[src/rtl/i2s_pkg.sv]
// Shared I2S constants and helpers for the transmit scheduler, serializer and receiver.
package i2s_pkg;

   localparam int unsigned I2S_FRAME_BITS  = 64;
   localparam int unsigned I2S_SLOT_BITS   = 32;
   localparam int unsigned I2S_RIGHT_START = 32;
   localparam int unsigned I2S_BITCNT_W    = 6;
   localparam int unsigned I2S_UCNT_W      = 16;

   typedef logic [I2S_BITCNT_W-1:0] i2s_bitcnt_t;
   typedef logic [I2S_UCNT_W-1:0]   i2s_ucnt_t;

   // Increment that sticks at all-ones instead of wrapping.
   function automatic i2s_ucnt_t i2s_sat_inc(input i2s_ucnt_t v);
      i2s_ucnt_t r;
      if (v == 16'hFFFF) begin
         r = v;
      end else begin
         r = v + 16'd1;
      end
      return r;
   endfunction

endpackage

[src/rtl/i2s_clkgen.sv]
// I2S clock generator: divides clock_in into the bit clock and the word-select
// clock of a 64-bit stereo frame, and flags the last cycle of each frame.
module i2s_clkgen
   import i2s_pkg::*;
#(
   parameter int unsigned bclkDiv = 4
) (
   input  logic        clock_in,
   input  logic        reset_n,
   input  logic        enable,
   output logic        clock_bit,
   output logic        clock_lr,
   output i2s_bitcnt_t bit_cnt,
   output logic        boundary,
   output logic        frame_start
);

   localparam int unsigned DIV_W = $clog2(bclkDiv);
   localparam logic [DIV_W-1:0] DIV_LAST = DIV_W'(bclkDiv - 1);
   localparam logic [DIV_W-1:0] DIV_HALF = DIV_W'(bclkDiv / 2);
   localparam i2s_bitcnt_t BIT_LAST      = I2S_BITCNT_W'(I2S_FRAME_BITS - 1);
   localparam i2s_bitcnt_t RIGHT_START_C = I2S_BITCNT_W'(I2S_RIGHT_START);

   logic [DIV_W-1:0] div_cnt_q, div_cnt_d;
   i2s_bitcnt_t      bit_cnt_q, bit_cnt_d;
   logic             clock_bit_q, clock_lr_q;
   logic             div_wrap_s;

   // Next divider/bit counter state; idle parks the counters at the reset point.
   always_comb begin
      div_wrap_s  = (div_cnt_q == DIV_LAST);
      boundary    = div_wrap_s && (bit_cnt_q == BIT_LAST);
      frame_start = boundary && enable;
      div_cnt_d   = div_cnt_q;
      bit_cnt_d   = bit_cnt_q;
      if (!enable) begin
         div_cnt_d = '0;
         bit_cnt_d = BIT_LAST;
      end else if (div_wrap_s) begin
         div_cnt_d = '0;
         bit_cnt_d = bit_cnt_q + 6'd1;
      end else begin
         div_cnt_d = div_cnt_q + DIV_W'(1);
         bit_cnt_d = bit_cnt_q;
      end
   end

   // Counters plus clocks registered from next state, so clock_lr moves with falling clock_bit.
   always_ff @(posedge clock_in) begin
      if (!reset_n) begin
         div_cnt_q   <= '0;
         bit_cnt_q   <= BIT_LAST;
         clock_bit_q <= 1'b0;
         clock_lr_q  <= 1'b1;
      end else begin
         div_cnt_q   <= div_cnt_d;
         bit_cnt_q   <= bit_cnt_d;
         clock_bit_q <= (div_cnt_d >= DIV_HALF);
         clock_lr_q  <= (bit_cnt_d >= RIGHT_START_C);
      end
   end

   assign clock_bit = clock_bit_q;
   assign clock_lr  = clock_lr_q;
   assign bit_cnt   = bit_cnt_q;

endmodule

[src/rtl/i2s_frame_sched.sv]
// I2S transmit frame scheduler: fetches one stereo pair per frame from the mixer
// during the right slot, hands it to the serializer at frame start, and
// substitutes silence (counting the underrun) when no pair arrived in time.
module i2s_frame_sched
   import i2s_pkg::*;
#(
   parameter int unsigned bitNum           = 16,
   parameter int unsigned bclkDiv          = 4,
   parameter logic [15:0] UNDERRUN_PRELOAD = 16'h0000
) (
   input  logic              clock_in,
   input  logic              reset_n,
   input  logic              enable,
   input  logic [bitNum-1:0] sample_l_in,
   input  logic [bitNum-1:0] sample_r_in,
   input  logic              sample_valid,
   output logic              sample_ready,
   output logic              clock_bit,
   output logic              clock_lr,
   output logic [bitNum-1:0] data_l,
   output logic [bitNum-1:0] data_r,
   output logic              underrun,
   output logic [15:0]       underrun_count
);

   localparam i2s_bitcnt_t RIGHT_START_C = I2S_BITCNT_W'(I2S_RIGHT_START);

   i2s_bitcnt_t       bit_cnt_s;
   logic              boundary_s, frame_start_s;
   logic              ready_s, handshake_s;

   logic              pend_full_q, pend_full_d;
   logic [bitNum-1:0] pend_l_q, pend_l_d, pend_r_q, pend_r_d;
   logic [bitNum-1:0] data_l_q, data_l_d, data_r_q, data_r_d;
   logic              underrun_q, underrun_d;
   i2s_ucnt_t         ucnt_q, ucnt_d;

   i2s_clkgen #(.bclkDiv(bclkDiv)) u_clkgen (
      .clock_in    (clock_in),
      .reset_n     (reset_n),
      .enable      (enable),
      .clock_bit   (clock_bit),
      .clock_lr    (clock_lr),
      .bit_cnt     (bit_cnt_s),
      .boundary    (boundary_s),
      .frame_start (frame_start_s)
   );

   // Fetch window: right slot, pending empty, never in the frame's last cycle.
   always_comb begin
      ready_s     = reset_n && enable && !pend_full_q
                    && (bit_cnt_s >= RIGHT_START_C) && !boundary_s;
      handshake_s = ready_s && sample_valid;
   end

   // Next state for pending register, serializer outputs and underrun tracking.
   always_comb begin
      pend_full_d = pend_full_q;
      pend_l_d    = pend_l_q;
      pend_r_d    = pend_r_q;
      data_l_d    = data_l_q;
      data_r_d    = data_r_q;
      underrun_d  = 1'b0;
      ucnt_d      = ucnt_q;
      if (!enable) begin
         pend_full_d = 1'b0;
      end else if (frame_start_s) begin
         if (pend_full_q) begin
            data_l_d    = pend_l_q;
            data_r_d    = pend_r_q;
            pend_full_d = 1'b0;
         end else begin
            data_l_d   = '0;
            data_r_d   = '0;
            underrun_d = 1'b1;
            ucnt_d     = i2s_sat_inc(ucnt_q);
         end
      end else if (handshake_s) begin
         pend_full_d = 1'b1;
         pend_l_d    = sample_l_in;
         pend_r_d    = sample_r_in;
      end else begin
         pend_full_d = pend_full_q;
      end
   end

   // State registers with synchronous active-low reset.
   always_ff @(posedge clock_in) begin
      if (!reset_n) begin
         pend_full_q <= 1'b0;
         pend_l_q    <= '0;
         pend_r_q    <= '0;
         data_l_q    <= '0;
         data_r_q    <= '0;
         underrun_q  <= 1'b0;
         ucnt_q      <= UNDERRUN_PRELOAD;
      end else begin
         pend_full_q <= pend_full_d;
         pend_l_q    <= pend_l_d;
         pend_r_q    <= pend_r_d;
         data_l_q    <= data_l_d;
         data_r_q    <= data_r_d;
         underrun_q  <= underrun_d;
         ucnt_q      <= ucnt_d;
      end
   end

   assign sample_ready   = ready_s;
   assign data_l         = data_l_q;
   assign data_r         = data_r_q;
   assign underrun       = underrun_q;
   assign underrun_count = ucnt_q;

endmodule

[config.mk]
export PLATFORM = sky130hd
export DESIGN_NAME = i2s_frame_sched
export DESIGN_NICKNAME = d
export VERILOG_FILES = /design/src/rtl/i2s_pkg.sv /design/src/rtl/i2s_clkgen.sv /design/src/rtl/i2s_frame_sched.sv
export SDC_FILE = /design/constraint.sdc
export NUM_CORES = 1
export LEC_CHECK = 0
export CAP_MARGIN = 10
export CORE_MARGIN = 4
export CORE_UTILIZATION = 30
export CTS_CLUSTER_SIZE = 24
export DETAILED_ROUTE_END_ITERATION = 6
export PLACE_DENSITY = 0.5
export SETUP_SLACK_MARGIN = 0.15
export SYNTH_ARGS = -nofsm -noshare
export SYNTH_HDL_FRONTEND = slang
export SYNTH_SLANG_ARGS = --single-unit
[constraint.sdc]
create_clock -name clock_in -period 2.1 [get_ports clock_in]
set_input_delay 0.42 -clock clock_in [delete_from_list [all_inputs] [get_ports clock_in]]
set_output_delay 0.42 -clock clock_in [all_outputs]
set_load 0.005 [all_outputs]
==> results of run 1 <==
power by group through the flow:
stage / combinational, uW / sequential [uW] / clock, uW
finish: 218 / 1760 / 1680
global route: 238 / 1760 / 1800
CTS: 211 / 1760 / 1740
detailed placement: 207 / 1800 / 0
global placement: 208 / 1800 / 0
floorplan: 84.6 / 1800 / 0
synthesized netlist by cell type, types with 3 or more instances:
| cell type | n | share of area, % |
|---|---|---|
| nand4_1 | 6 | 1.0 |
| and3_1 | 3 | 0.52 |
| or4_1 | 8 | 1.7 |
| o21ai_0 | 7 | 0.98 |
| nand2_1 | 110 | 12 |
| dfxtp_1 | 91 | 51 |
| ha_1 | 4 | 1.4 |
| nand2b_1 | 3 | 0.52 |
| nor4_1 | 5 | 0.87 |
| buf_2 | 3 | 0.42 |
| or3_1 | 5 | 0.87 |
| mux2i_1 | 3 | 0.84 |
| o31ai_1 | 7 | 1.5 |
| inv_1 | 8 | 0.84 |
| a21oi_1 | 76 | 11 |
| nand3_1 | 40 | 5.6 |
| clkbuf_1 | 26 | 2.7 |
final cells by class:
type	count	area [sq um]
tap	143	179
clock buffer	10	239
fill	1143	6350
multi-input combinational	303	1670
clock inverter	6	70.1
timing repair buffer	119	1200
sequential	91	1830
inverter	8	30.0
what timing repair did:
action                     4_1_cts  5_1_grt
setup endpoints to repair       12       24
buffers inserted                 2        4
pin swaps                        3        5
resized for setup               20       12
gates cloned                     0        1
kinds of logic after synthesis:
logic type               Yosys count
buffers and inverters             40
flip-flops                        91
XOR/XNOR                           3
multiplexers                       3
AND/OR/NAND/NOR                  193
adder cells (fa/ha/maj)            4
AO/OA/AOI/OAI                    100
layer usage:
metal	part of all wire, %	track usage, %
met2	47	24.1
met3	4.6	4.09
met1	47	18.6
met4	1.4	5.43
met5	0	0
worst max-delay path by stage:
stage,endpoint,slack (ns),depth (start not counted)
after CTS,sample_ready,0.09,5
final,sample_ready,0.15,5
after global placement,sample_ready,-0.54,5
after global routing,sample_ready,0.1,5
after detailed placement,sample_ready,-0.52,5
after floorplan,underrun_count[12],0.20,6
flip-flops by register name, indices dropped and copies added, names as in the netlist:
register	cells
data_l	16
data_r	16
pend_full_q	1
pend_l_q	16
pend_r_q	16
u_clkgen.bit_cnt	5
u_clkgen.clock_bit	1
u_clkgen.clock_lr	1
u_clkgen.div_cnt_q	2
underrun	1
underrun_count	16
through the flow:
stage | hold WS, ns | std cells | cell area [sq um] | setup TNS [ns] | util (%)
5_1_grt | 0.465 | 680 | 5220 | 0 | 45.1
3_5_place_dp | 0.426 | 657 | 4750 | -3.94 | 41.1
3_3_place_gp | 0.413 | 657 | 4750 | -3.41 | 41.1
4_1_cts | 0.443 | 675 | 5120 | 0 | 44.3
2_1_floorplan | 0.404 | 434 | 3590 | 0 | -
6_report | 0.445 | 680 | 5220 | 0 | 45.1
==> impl_metrics.ini, run 1 <==
[critical_path]
crit_slowest_cell = dfxtp_2
crit_required_ns = 1.68
r2r_start = u_clkgen.bit_cnt[4]
crit_path_start = u_clkgen.bit_cnt[0]
crit_buf_inv = 2
rr_endpoint = underrun_count[14]
cp-start-kind = flip-flop
path_cells = ha_4, and4_4, a2111oi_4, buf_4, buf_6
crit_family = flip-flops
cp_max_fo = 2
cp-end-kind = output pin
r2r_cells = 5
reg2reg_slack_ns = 0.23
cpPeakStageDelay_ns = 0.34
crit_arrival_ns = 1.53
criticalPathCategory = flip-flop to output pin

[timing]
worst_slew_pin_slew_ns = 0.657
timing_hold_violations_final = 0
relSlewSlack_pct = 55.8
layout_setup_ws_ns = 0.146
setup_violations = 0
max_freq_mhz = 512
clock_skew_ns = 0.00430
min_period_ns = 1.95
finalCritPeriodShare_pct = 93.1
rsz0062_at_grt = yes
drv_slew = 0

[placed_design]
post-dp-hpwl_um = 6650
place_congestion = 0.757
place_worst_setup_slack_ns = -0.517
port-buffer-count = 87

[grt]
grt_usage_pct = 14.7
grt_pass1_vias = 3380
grt_pass1_wl_um = 16700
grt-ovfl-total = 0
antenna_found_initial = 0
grt_max_degree = 37

[layout]
mostFrequentLayoutCell = nand2_1
diodes = 0
nNetsFinal = 572
syn_to_final_growth_pct = 45.5
drive_gt1_share_pct = 13.6
final_cell_mix = nand2_1 (109), dfxtp_1 (84), clkdlybuf4s50_1 (84), a21oi_1 (75), nand3_1 (40)

[synthesis]
synth_compound_area_share_pct = 16.1
ys_seq_area_share_pct = 50.8
synth_cell_types = 41
synth_top_family_by_area = simple AND/OR/NAND/NOR gates
yosys.area_share.adder_pct = 1.40
muxShareOfSynthArea_pct = 0.837
synth_async_sr_flop_share_pct = 0
ys_ff_latch = 91
synthSimpleGateAreaFrac_pct = 25.4
synth.cell_area_sq_um = 3590
synth-edff-count = 0
synthesis.nets = 474
ys_dominant_reg_cell = dfxtp_1
netlist_instances = 434
synth_xor_area_share_pct = 0.733
yosys_warnings = 0
synth.avg_cell_area_sq_um = 8.26

[drt]
vias = 3378
wirelength_um = 10200
firstDrtPassIters = 4
drtAntennaViolNets = 0
drc = 0
wl_per_cell_um = 15.1
via_per_inst = 4.97
drt_iter0_markers = 176

[power]
p_int_uw = 2830
comb_power_share_pct = 6.0
total_power_uw = 3660
power_density_nw_per_um2 = 702
vdd.ir_drop.worst_v = 0.000471
power.share.switching_pct = 22.7
pwr-share-seq_pct = 48.1
power_switching_uw = 832
p_clk_share_pct = 45.9
p_leak_uw = 0.00176

[clock_network]
ctsLongestPathBuffers = 2
root_buffer = clkbuf_16
clock-sinks = 91
cts_hold_buf = 0
clk_latency_ns = 0.34
path_clk_slew_ns = 0.06
cts_tree = built
numCtsBuffers = 9
h-tree-depth = 3

[hold_path]
hold_class = flip-flop to flip-flop
min_from = u_clkgen.div_cnt_q[0]
hold_path_depth = 1
hold_end = u_clkgen.div_cnt_q[0]

[status]
status = completed

[floorplanning]
die-area_sq_um = 13800
rows = 39
start_util_pct = 31.0
chipHeight_um = 117
io_pins = 88
die_w_um = 117
coreArea_sq_um = 11600

[run]
max_cap_violations = 0
Note: power is estimated with default switching activity, not from simulation.
==> run 2, diff against run 1 <==
GPL_ROUTABILITY_DRIVEN = 0   (was unset)
==> results of run 2 <==
The final DEF is identical to that of run 1; final timing and power are the same.
==> RTL change (settings of run 1) <==
`bclkDiv` is set to 4 in 2 places; all go to 2.
--- a/src/rtl/i2s_clkgen.sv
+++ b/src/rtl/i2s_clkgen.sv
@@ -4,5 +4,5 @@
    import i2s_pkg::*;
 #(
-   parameter int unsigned bclkDiv = 4
+   parameter int unsigned bclkDiv = 2
 ) (
    input  logic        clock_in,
--- a/src/rtl/i2s_frame_sched.sv
+++ b/src/rtl/i2s_frame_sched.sv
@@ -6,5 +6,5 @@
 #(
    parameter int unsigned bitNum           = 16,
-   parameter int unsigned bclkDiv          = 4,
+   parameter int unsigned bclkDiv          = 2,
    parameter logic [15:0] UNDERRUN_PRELOAD = 16'h0000
 ) (
Behaviour: not the same (Yosys sat finds a counterexample within 4 cycles, from zero or initial values and one cycle with reset_n low).
==> RTL change against run 1 <==
Final cell count up 1.5%. Combinational power increased by 38%. Wire length down 8.0%. Power fell by 2.4%. Count of clock-buffer cells in the layout is 4 higher. Register-to-register slack improved by 40 ps. Die area up 4.3%. Non-clock buffer count fell by 5. Via count shrank 8.1%. Sequential cell count shrank 1. Area after synthesis up 4.6%. Cell area is essentially flat. Setup slack improved by 42 ps. Highest routed layer unchanged.
==> RTL change: results (changes against run 1) <==
- Maximum single-stage delay on the critical path: 490 ps (was 340 ps)
- The number of nets at the end of the flow is 556 (was 572).
* Slowest cell on the critical path: sky130_fd_sc_hd__clkdlybuf4s50_1 (was sky130_fd_sc_hd__dfxtp_2)
* Area of the multi-input gates: 1740 um2 (was 1670 um2)
- Fraction of layout instances using a drive strength above 1: 23.2% (was 13.6%)
- The worst clock skew on the final layout is 4.73 ps (was 4.30 ps).
- The maximum VDD drop came to 0.000283 V (was 0.000471 V).
- Average cell area after synthesis: 8.86 um2 (was 8.26 um2)
* FILL cells: 1263 (was 1143)
- The via count of the first global-routing pass is 3076 (was 3380).
- Number of inverters outside the clock class in the layout: 4 (was 8)
- The sequential fraction of the synthesis area is 48.0% (was 50.8%).
- The arrival time of data at the critical path endpoint is 1490 ps (was 1530 ps).
- Number of combinational gates with multiple inputs: 298 (was 303)
* Syn Nets: 462 (was 474)
- Routed length per instance: 13.7 um (was 15.1 um)
- Number of distinct library cell variants in the gate-level netlist after synthesis: 46 (was 41)
* Overall fraction of global-route tracks in use: 13.3% (was 14.7%)
* Post-synthesis mux area share: 0% (was 0.837%)
- Clock network contribution to total cell area: 5.44% (was 5.92%)
* Clock tree buffer count of the final layout: 14 (was 10)
- The TritonCTS sink count is 90 (was 91).
- The leakage dissipation was 1.75 nW (was 1.76 nW).
- Number of rows created at floorplan: 40 (was 39)
* Post-detailed-placement half-perimeter wirelength: 6200 um (was 6650 um)
* Xor-xnor portion of the synthesized cell area: 3.04% (was 0.733%)
* Worst Tran Pin Value: 437 ps (was 657 ps)
- The DRC marker count from the first detailed-route iteration came to 152 (was 176).
- Worst path top cell family by delay: buffers and inverters (was flip-flops)
- Result of the run: complete, no violations (unchanged).
- Sequential cell area: 1800 um2 (was 1830 um2)
- The instance area after placement is 4870 um2 (was 4750 um2).
* Adder-cell share of the synthesized area: 1.00% (was 1.40%)
[RTL change: cell count changes in the layout (fill, tap and decap cells not counted), sizes merged, moves of 4 or more]
cell / before / now
a21oi: 76 / 69
buf: 32 / 27
clkbuf: 11 / 15
inv: 11 / 3
nor2: 1 / 16
o31ai: 7 / 0
or4: 8 / 0
xnor2: 2 / 10
[RTL change: worst paths after layout]
kind,startpoint,end,slack (ps),depth (start not counted)
max,enable,sample_ready,190,4
min,data_r[1],data_r[1],450,2
max reg2reg,u_clkgen.bit_cnt[1],underrun_count[15],270,7
min reg2reg,data_r[1],data_r[1],450,2
[RTL change: worst register-to-register path, cell delays in order, from the launching register on]
cell                      delay, ps
sky130_fd_sc_hd__dfxtp_2        340
sky130_fd_sc_hd__ha_2           180
sky130_fd_sc_hd__and4_4         230
sky130_fd_sc_hd__buf_4          140
sky130_fd_sc_hd__nand4_4        150
sky130_fd_sc_hd__nor3_2         230
sky130_fd_sc_hd__or4b_1         440
sky130_fd_sc_hd__o21ai_1         80
[RTL change: routing by layer]
metal / vias up / global-route usage, % / wire (um)
li1: 1606 / - / -
met1: 1420 / 17.3 / 4500
met2: 65 / 20.9 / 4380
met3: 12 / 3.30 / 366
met4: 0 / 5.65 / 172
met5: - / 0 / 0
[RTL change: what timing repair did]
action                                  4_1_cts  5_1_grt
hold buffers                                  0        0
gates resized for setup                       8        4
cloned                                        0        1
endpoints found under the setup margin        1       11
hold endpoints to repair                      0        0
pin swaps                                     2        0
setup buffers                                 0        3
[RTL change: power breakdown]
group	switching, mW	total (mW)	internal, mW	leakage, nW
clock network	0.624	1.52	0.896	0.143
registers	0.0169	1.75	1.74	0.727
logic	0.154	0.300	0.146	0.876
